===== config.mk =====
export PLATFORM = sky130hd
export DESIGN_NAME = addsub_serial
export DESIGN_NICKNAME = d
export VERILOG_FILES = /design/src/rtl/addsub_serial.sv
export SDC_FILE = /design/constraint.sdc
export NUM_CORES = 1
export LEC_CHECK = 0
export ABC_AREA = 1
export BUFFER_PORTS_ARGS = -buffer_cell sky130_fd_sc_hd__buf_2
export CAP_MARGIN = 20
export CORE_MARGIN = 4
export CORE_UTILIZATION = 56
export CTS_CLUSTER_DIAMETER = 80
export DETAILED_ROUTE_END_ITERATION = 16
export PLACE_DENSITY_LB_ADDON = 0.2
export SYNTH_ARGS = -nofsm -noshare
export SYNTH_HDL_FRONTEND = slang
export SYNTH_SLANG_ARGS = --single-unit

===== constraint.sdc =====
create_clock -name clk -period 2.56 [get_ports clk]
set_input_delay 0.128 -clock clk [delete_from_list [all_inputs] [get_ports clk]]
set_output_delay 0.128 -clock clk [all_outputs]
set_load 0.005 [all_outputs]

===== src/rtl/addsub_serial.sv =====
// addsub_serial: digit-serial adder/subtractor, DIGIT bits per cycle through one
// adder slice with a registered carry, valid/ready handshakes on both sides.
module addsub_serial #(
    parameter int WIDTH = 16,
    parameter int DIGIT = 4
) (
    input  logic             clk,
    input  logic             rst_n,
    input  logic             en,
    input  logic             in_valid,
    output logic             in_ready,
    input  logic [WIDTH-1:0] a,
    input  logic [WIDTH-1:0] b,
    input  logic             sub,
    output logic             out_valid,
    input  logic             out_ready,
    output logic [WIDTH:0]   y,
    output logic             ovf,
    output logic             zero
);
    localparam int NDIG = WIDTH / DIGIT;
    localparam int CW = NDIG > 1 ? $clog2(NDIG) : 1;
    localparam logic [CW-1:0] LAST = CW'(NDIG - 1);
    typedef enum logic [1:0] {IDLE, RUN, DONE} state_t;
    state_t state;
    logic [WIDTH-1:0] opa, opb, res, res_nx;
    logic [CW-1:0] cnt;
    logic carry, mode, msb_cin;
    logic [DIGIT:0] dsum;
    assign dsum = {1'b0, opa[DIGIT-1:0]} + {1'b0, opb[DIGIT-1:0]} + {{DIGIT{1'b0}}, carry};
    assign res_nx = WIDTH'({dsum[DIGIT-1:0], res} >> DIGIT);
    // carry into the top bit of the digit, recovered from its sum bit and operand bits
    assign msb_cin = dsum[DIGIT-1] ^ opa[DIGIT-1] ^ opb[DIGIT-1];
    assign in_ready = en && (state == IDLE || (state == DONE && out_ready));
    assign out_valid = state == DONE;
    always_ff @(posedge clk or negedge rst_n) begin
        if (!rst_n) begin
            state <= IDLE;
            opa <= '0;
            opb <= '0;
            res <= '0;
            cnt <= '0;
            carry <= 1'b0;
            mode <= 1'b0;
            y <= '0;
            ovf <= 1'b0;
            zero <= 1'b0;
        end else if (en) begin
            if (state == RUN) begin
                opa <= opa >> DIGIT;
                opb <= opb >> DIGIT;
                res <= res_nx;
                carry <= dsum[DIGIT];
                cnt <= cnt + CW'(1);
                if (cnt == LAST) begin
                    state <= DONE;
                    y <= {dsum[DIGIT] ^ mode, res_nx};
                    ovf <= msb_cin ^ dsum[DIGIT];
                    zero <= res_nx == '0;
                end
            end else if (in_valid && in_ready) begin
                opa <= a;
                opb <= b ^ {WIDTH{sub}};
                carry <= sub;
                mode <= sub;
                cnt <= '0;
                state <= RUN;
            end else if (state == DONE && out_ready) begin
                state <= IDLE;
            end
        end
    end
endmodule


# --- Yosys cells after proc, flatten, opt, wreduce, memory -nomap -nowiden ---
# Cells that the tools add are included.
op_classes:
  n_reduce_logical: 13
  add_sub_neg: 3
  muxes: 12
  bitwise_logic: 6
  n_eq_ne: 4
op_table:
  columns: ["cell", "n"]
  rows:
  - ["16-bit two-way mux", 4]
  - ["16-bit logical NOT", 1]
  - ["16-bit bitwise XOR", 1]
  - ["2-bit two-way mux", 6]
  - ["3-bit AND reduction", 3]
  - ["4-bit by 4-bit adder with 5-bit output", 1]
  - ["5-bit by 1-bit adder with 5-bit output", 1]
  - ["2-bit equality test, second input constant", 2]
  - ["2-bit AND reduction", 2]
  - ["1-bit bitwise XOR", 4]
  - ["1-bit logical AND", 3]
  - ["3-bit nonzero test", 1]
  - ["2-bit by 1-bit adder with 2-bit output, second input constant", 1]
  - ["2-bit by 1-bit equality test with 1-bit output, second input constant", 1]
  - ["2-bit logical NOT", 1]
  - ["1-bit two-way mux", 2]
  - ["2-bit by 1-bit != test with 1-bit output, second input constant", 1]
  - ["2-bit nonzero test", 1]
  - ["1-bit logical OR", 1]
  - ["1-bit inverter", 1]
totals:
  wordCells: 48
  reg_bits: 73

# --- Longest topological paths before layout ---
# Gate-level depths: netlist of the first run.
logic_depth:
  depth_word: 7
  ltp_mapped: 9
  ltp_nobuf: 9

# --- Worst setup path before layout of the first run ---
# Ideal clock, no wire load.
synth_timing:
  path_type: "register -> register"
  start: "reg opa[0]"
  end: "reg y[16]"
  arrival_ps: 1692
  setup_time_ps: 126
  stages_incl_launch_ff: 8
  slack_ps: 742
  synth_period_minus_slack_ps: 1818
  cell_sequence: "dfrtp_1 -> fa_1 -> fa_1 -> inv_1 -> nor2_1 -> nor2_1 -> xor2_1 -> o21ai_0"
synth_via:
  elab_chain_len: 3
synth_lines:
  columns: ["element", "line_no", "text"]
  rows:
  - ["start, declared", "26", "logic [WIDTH-1:0] opa, opb, res, res_nx;"]
  - ["start signal, assigned", "50", "opa <= opa >> DIGIT;"]
  - ["4-bit by 4-bit adder with 5-bit output", "30", "assign dsum = {1'b0, opa[DIGIT-1:0]} + {1'b0, opb[DIGIT-1:0]} + {{DIGIT{1'b0}}, carry};"]
  - ["5-bit by 1-bit adder with 5-bit output", "30", null]
  - ["1-bit bitwise XOR", "57", "y <= {dsum[DIGIT] ^ mode, res_nx};"]
  - ["end signal, assigned", "57", null]
  - ["end, declared", "17", "output logic [WIDTH:0] y,"]
# No other way between the ends.
# A chain may end at the register's enable or synchronous reset.

# --- Final worst setup path of the first run ---
# Ends and elaborated chain as after synthesis.

==> impl_metrics.yaml, run 1 <==
worst_hold_path:
  min_path_type: "input pin to register"
global_routing:
  grt-ovfl-total: 0
  grt_pass1_wl_um: 12200
  grt_pass1_vias: 2793
  grt_max_degree: 43
  antenna_found_initial: 0
  grt_usage_pct: 21.1
pwr:
  vdd_drop_max_v: 0.000662
  p_int_mw: 2.84
  p_comb_share_pct: 39.4
  p_per_area_mw_per_mm2: 1200
  pwr-share-clk_pct: 21.1
  swShare_pct: 39.6
  p_leak_nw: 2.05
  share_seq_of_total_power_pct: 39.4
  p_switching_mw: 1.86
synth:
  synth_area_per_cell_um2: 8.05
  ys_types: 27
  synth_top_area_share_pct: 51.7
  seq_area_frac_synth_pct: 51.7
  synth_top_cell_by_area: "dfrtp_1"
  synth_nets: 459
  ys_ff_latch: 69
  netlist_area_mm2: 0.00334
  synth_area_leaders: "dfrtp_1 52%, nand2_1 17%, o21ai_0 9.9%"
  yosys_warnings: 0
  syn_inst: 415
timing:
  fin_ws_ns: 0.573
  rsz0062_at_grt: "false"
  clock.fmax_ghz: 0.503
  setup_viol_count_final: 0
  slew_headroom_pct: 62.7
  hold_ws_ns: 0.0279
  setup_tns_ns: 0
  final_max_slew_viol_count: 0
  clock_skew_ns: 0.00906
  tightest_slew_ns: 0.560
  min_period_ns: 1.99
  period_share_pct: 77.6
  finalHoldViolations: 0
die:
  die_y_um: 85.2
  num_io_pins: 59
  start_util_pct: 59.2
  coreArea_mm2: 0.00564
  rows: 27
  die_w_um: 85.2
  die_area_mm2: 0.00727
cts:
  cts_tree: "done"
  ctsResizeCount: 0
  root_buffer: "clkbuf_8"
  clk-insertion-delay-late_ns: 0.35
  htree_num_levels: 3
  clk_pin_slew_ns: 0.07
  cts.sink_count: 69
  clock_path_buffers: 2
  numCtsBuffers: 9
cells_and_area:
  nNetsFinal: 516
  seqCellArea_mm2: 0.00173
  area_growth_pct: 17.2
  num_antenna_cells: 0
  multi_input_area_mm2: 0.00138
  drive_above_1_share_pct: 19.5
  fillers: 510
route:
  dr_total_vias: 2782
  wire_per_inst_um: 12.7
  drc_errors: 0
  ant_nets: 0
  via_per_inst: 5.07
  dr.pass1.iters: 4
  drt_iter0_drc: 130
  drt_wl_total_um: 6950
placement:
  finalWeightedCongestion: 0.817
  portBuffers: 58
  dp_slack_ns: 0.578
  hpwl_um: 4850
job:
  cap_violations: 0
critical_path:
  cp.arrival_ns: 2.20
  cp_max_fo: 3
  cp-end-kind: "register"
  cp_data_required_time_ns: 2.77
  critPathLaunchType: "register"
  worstSetupPathType: "register to register"
outcome:
  outcome: "completed"
## metal layers
layer | vias to the layer above | GRT usage, % | share of wire (%)
met3 | 10 | 4.37 | 4.7
li1 | 1423 | - | -
met2 | 55 | 36.1 | 49
met1 | 1294 | 26.0 | 45
met4 | 0 | 8.20 | 1.7
met5 | - | 0 | 0
## power by group through the flow
stage | sequential (mW) | clock (mW) | combinational (mW)
5_1_grt | 1.91 | 1.05 | 2.18
6_report | 1.85 | 0.994 | 1.85
3_3_place_gp | 1.85 | 0 | 1.81
4_1_cts | 1.85 | 1.01 | 1.88
2_1_floorplan | 1.82 | 0 | 1.37
3_5_place_dp | 1.87 | 0 | 1.87
## worst max-delay path, cell delays in order (launching register included)
cell and delay, ns:
dfrtp_1 0.40, fa_1 0.47, fa_1 0.42, inv_1 0.07, nor2_1 0.05, nor2_1 0.19, xor2_1 0.17, o21ai_0 0.08
## cells in the mapped netlist
cell and n:
nand3_2 1, fa_1 2, o21a_1 1, inv_2 4, nand2_1 150, a21oi_1 4
a21oi_4 1, buf_1 1, nand3_1 17, ha_1 4, o22ai_1 4, xor2_1 2
o21ai_1 2, o21ai_0 66, nor2_2 1, and2_1 1, or2_2 3, xnor2_1 9
nor2_1 12, inv_1 37, dfrtp_1 69, nor2_4 2, nand2_2 1, clkbuf_1 8
nor3_1 1, nand4_1 2, buf_2 10
## path summary, 6_finish.rpt
kind                         from       to  slack, ns  cells past startpoint
max in group asynchronous   rst_n   opb[8]       1.50                      3
max                        opa[0]    y[16]       0.57                      7
min reg2reg                opb[7]   opb[7]       0.47                      2
max reg2reg                opa[0]    y[16]       0.57                      7
min                         a[14]  opa[14]       0.03                      3
min in group asynchronous   rst_n     y[6]       0.31                      2
## logic make-up (layout without fill, tap and decap cells)
kind of cell / count (synthesis) / count (layout) / share of synthesized area, %
buf+inv: 60 / 122 / 7.12
flops: 69 / 69 / 51.7
simple gates: 191 / 191 / 23.4
xor+xnor: 11 / 11 / 2.88
fa+ha+maj: 6 / 6 / 2.70
compound gates: 78 / 78 / 12.2
## repair_timing
item	in CTS	in global routing
hold endpoints to repair	22	0
buffers inserted	0	0
hold buffers	1	0
## placed cells by master (no fill, tap or decap), types with 2 or more instances in the layout
cell | Yosys | final
ha_1 | 4 | 4
fa_1 | 2 | 2
buf_4 | 0 | 6
xor2_1 | 2 | 2
o22ai_1 | 4 | 4
o21ai_0 | 66 | 66
nand3_1 | 17 | 17
clkinv_2 | 0 | 2
a21oi_1 | 4 | 4
inv_1 | 37 | 37
nand2_1 | 150 | 150
inv_2 | 4 | 4
or2_2 | 3 | 3
xnor2_1 | 9 | 9
dfrtp_1 | 69 | 69
clkbuf_8 | 0 | 10
o21ai_1 | 2 | 2
bufinv_16 | 0 | 2
nor2_4 | 2 | 2
nand4_1 | 2 | 2
nor2_1 | 12 | 12
buf_2 | 10 | 58
## through the flow
stage                     cell area [um^2]  total power [mW]  instances  util [%]
final                                 3920              4.70        549      69.4
after global placement                3680              3.65        532      65.3
after global routing                  3920              5.14        549      69.4
after floorplan                       3340              3.19        415         -
after detailed placement              3680              3.73        532      65.3
after CTS                             3920              4.74        549      69.4
## registers in the layout, indices dropped and copies added, names as in the netlist
| signal | count |
|---|---|
| res | 12 |
| state | 2 |
| carry | 1 |
| opb | 16 |
| cnt | 2 |
| opa | 16 |
| ovf | 1 |
| zero | 1 |
| y | 17 |
| mode | 1 |
## area by class of cell
type	count	share of cell area (%)
Tap cell	72	2.30
Clock buffer	10	3.51
Timing Repair Buffer	65	8.82
Sequential cell	69	44.1
Inverter	41	3.93
Clock inverter	6	2.20
Multi-Input combinational cell	286	35.1
(Power assumes the default switching activity.)
==> run 2, diff against run 1 <==
- clock period: 2.56 -> 1.87 ns (I/O delays scaled with it)
==> run 2 against run 1 <==
- clock power up 37%
- core utilization up 0.91 points
- register-to-register slack worse by 0.53 ns
- final area up 1.3%
- largest cell class unchanged
==> impl_metrics.yaml, run 2 (synthesis results as in run 1) <==
cells_and_area:
  nNetsFinal: 519
  top_register: "y"
  area_growth_pct: 18.8
  drive_above_1_share_pct: 19.8
  final_common_cell: "nand2_1"
  reg.largest.list: "y: 17 flops, opa: 16 flops, opb: 16 flops"
  largest_reg_flops: 17
  num_antenna_cells: 0
  final_cell_mix: "150 x nand2_1, 69 x dfrtp_1, 65 x o21ai_0"
cts:
  cts_tree: "done"
  cts.sink_count: 69
  root_buffer: "clkbuf_8"
  clk-insertion-delay-late_ns: 0.34
  post_cts_buffers: 0
  clk_pin_slew_ns: 0.07
  numCtsBuffers: 9
  htree_num_levels: 3
  clock_path_buffers: 2
global_routing:
  grt-ovfl-total: 0
  antenna_found_initial: 0
  grt_usage_pct: 20.4
  grt_pass1_wl_um: 11900
  grt_pass1_vias: 2672
  grt_max_degree: 70
critical_path:
  worstSetupPathType: "register to register"
  cp_max_fo: 3
  path_delay_family: "adder cells"
  cp_slowest_cell: "fa_2"
  r2r-start: "opa[0]"
  cp.arrival_ns: 2.03
  critPathLaunchType: "register"
  slowest_delay_ns: 0.42
  cp_data_required_time_ns: 2.08
  cp-end-kind: "register"
  crit_start: "opa[0]"
  crit_chain: "fa_2 > fa_2 > inv_1 > nor2_1 > nor2_2 > xor2_1 > o21ai_0"
  crit_buf_inv: 1
  path_common_cell: "fa_2"
timing:
  fin_ws_ns: 0.0449
  setup_viol_count_final: 0
  clock.fmax_ghz: 0.548
  tightest_slew_ns: 0.488
  rsz0062_at_grt: "true"
  slew_headroom_pct: 67.5
  min_period_ns: 1.83
  period_share_pct: 97.6
  final_max_slew_viol_count: 0
  finalHoldViolations: 0
  clock_skew_ns: 0.00772
route:
  wire_per_inst_um: 12.2
  drt_iter0_drc: 124
  dr.pass1.iters: 5
  ant_nets: 0
  via_per_inst: 5.01
  drc_errors: 0
  dr_total_vias: 2763
  drt_wl_total_um: 6760
pwr:
  vdd_drop_max_v: 0.000849
  total_power_mw: 6.49
  p_leak_nw: 2.07
  p_per_area_mw_per_mm2: 1640
die:
  start_util_pct: 59.2
  die_w_um: 85.2
  rows: 27
  die_y_um: 85.2
  die_area_mm2: 0.00727
  coreArea_mm2: 0.00564
  num_io_pins: 59
placement:
  dp_slack_ns: -0.140
  portBuffers: 58
  hpwl_um: 4660
  finalWeightedCongestion: 0.796
outcome:
  outcome: "completed"
worst_hold_path:
  min_path_type: "input pin to register"
  hold_start: "a[13]"
job:
  cap_violations: 0
[run 2: changes by cell type in the layout (fill, tap and decap cells not counted), sizes merged]
| cell | delta |
|---|---|
| clkinv | -1 |
| clkinvlp | -1 |
| dlygate4sd3 | +3 |
| clkbuf | +2 |
[run 2: path summary, 6_finish.rpt]
path / cells after the start / slack [ns] / endpoint
min in group asynchronous: 3 / 0.31 / res[6]
worst max-delay path: 7 / 0.04 / y[16]
worst max register to register: 7 / 0.04 / y[16]
worst min register to register: 2 / 0.46 / y[1]
worst min-delay path: 3 / 0.02 / opa[13]
max in group asynchronous: 3 / 1.28 / opb[0]
[run 2: final cells by class]
type / instances / area [um^2]
Clock buffer: 12 / 155
Clock inverter: 4 / 70.1
Fill cell: 460 / 1670
Inverter: 41 / 154
Multi-Input combinational cell: 286 / 1380
Sequential cell: 69 / 1730
Tap cell: 72 / 90.1
Timing Repair Buffer: 68 / 388
[run 2: per-layer routing]
| metal | wire length (um) | global-route usage, % | part of all wire [%] | vias to the layer above |
|---|---|---|---|---|
| li1 | - | - | - | 1427 |
| met1 | 3170 | 27.0 | 47 | 1266 |
| met2 | 3170 | 32.6 | 47 | 58 |
| met3 | 275 | 3.98 | 4.1 | 12 |
| met4 | 144 | 8.78 | 2.1 | 0 |
| met5 | 0 | 0 | 0 | - |
[run 2: what timing repair did]
| item | in CTS | in global routing |
|---|---|---|
| resized for setup | 3 | 1 |
| hold buffers | 4 | 0 |
| endpoints found under the hold margin | 72 | 0 |
| endpoints found under the setup margin | 4 | 4 |
[run 2: stage by stage]
stage          util, %  cells  TNS [ns]  cell area, um^2  hold WS [ns]
2_1_floorplan        -    415         0             3340        -0.202
3_5_place_dp      65.5    532    -0.346             3690         0.145
6_report          70.3    552         0             3970        0.0157
3_3_place_gp      65.5    532   -0.0673             3690         0.144
4_1_cts           70.3    552         0             3970       0.00644
5_1_grt           70.3    552    -0.165             3970        0.0115
[run 2: tightest hold or removal path, cell delays in order]
cell and delay, ns:
buf_2 0.07, nand3_1 0.06, o21ai_0 0.08
[run 2: power by group]
part | internal (mW) | leakage [nW] | switching [mW] | total (mW)
logic | 1.00 | 1.06 | 1.59 | 2.59
clock network | 0.820 | 0.116 | 0.538 | 1.36
registers | 2.15 | 0.886 | 0.392 | 2.54
total | 3.97 | 2.07 | 2.52 | 6.49
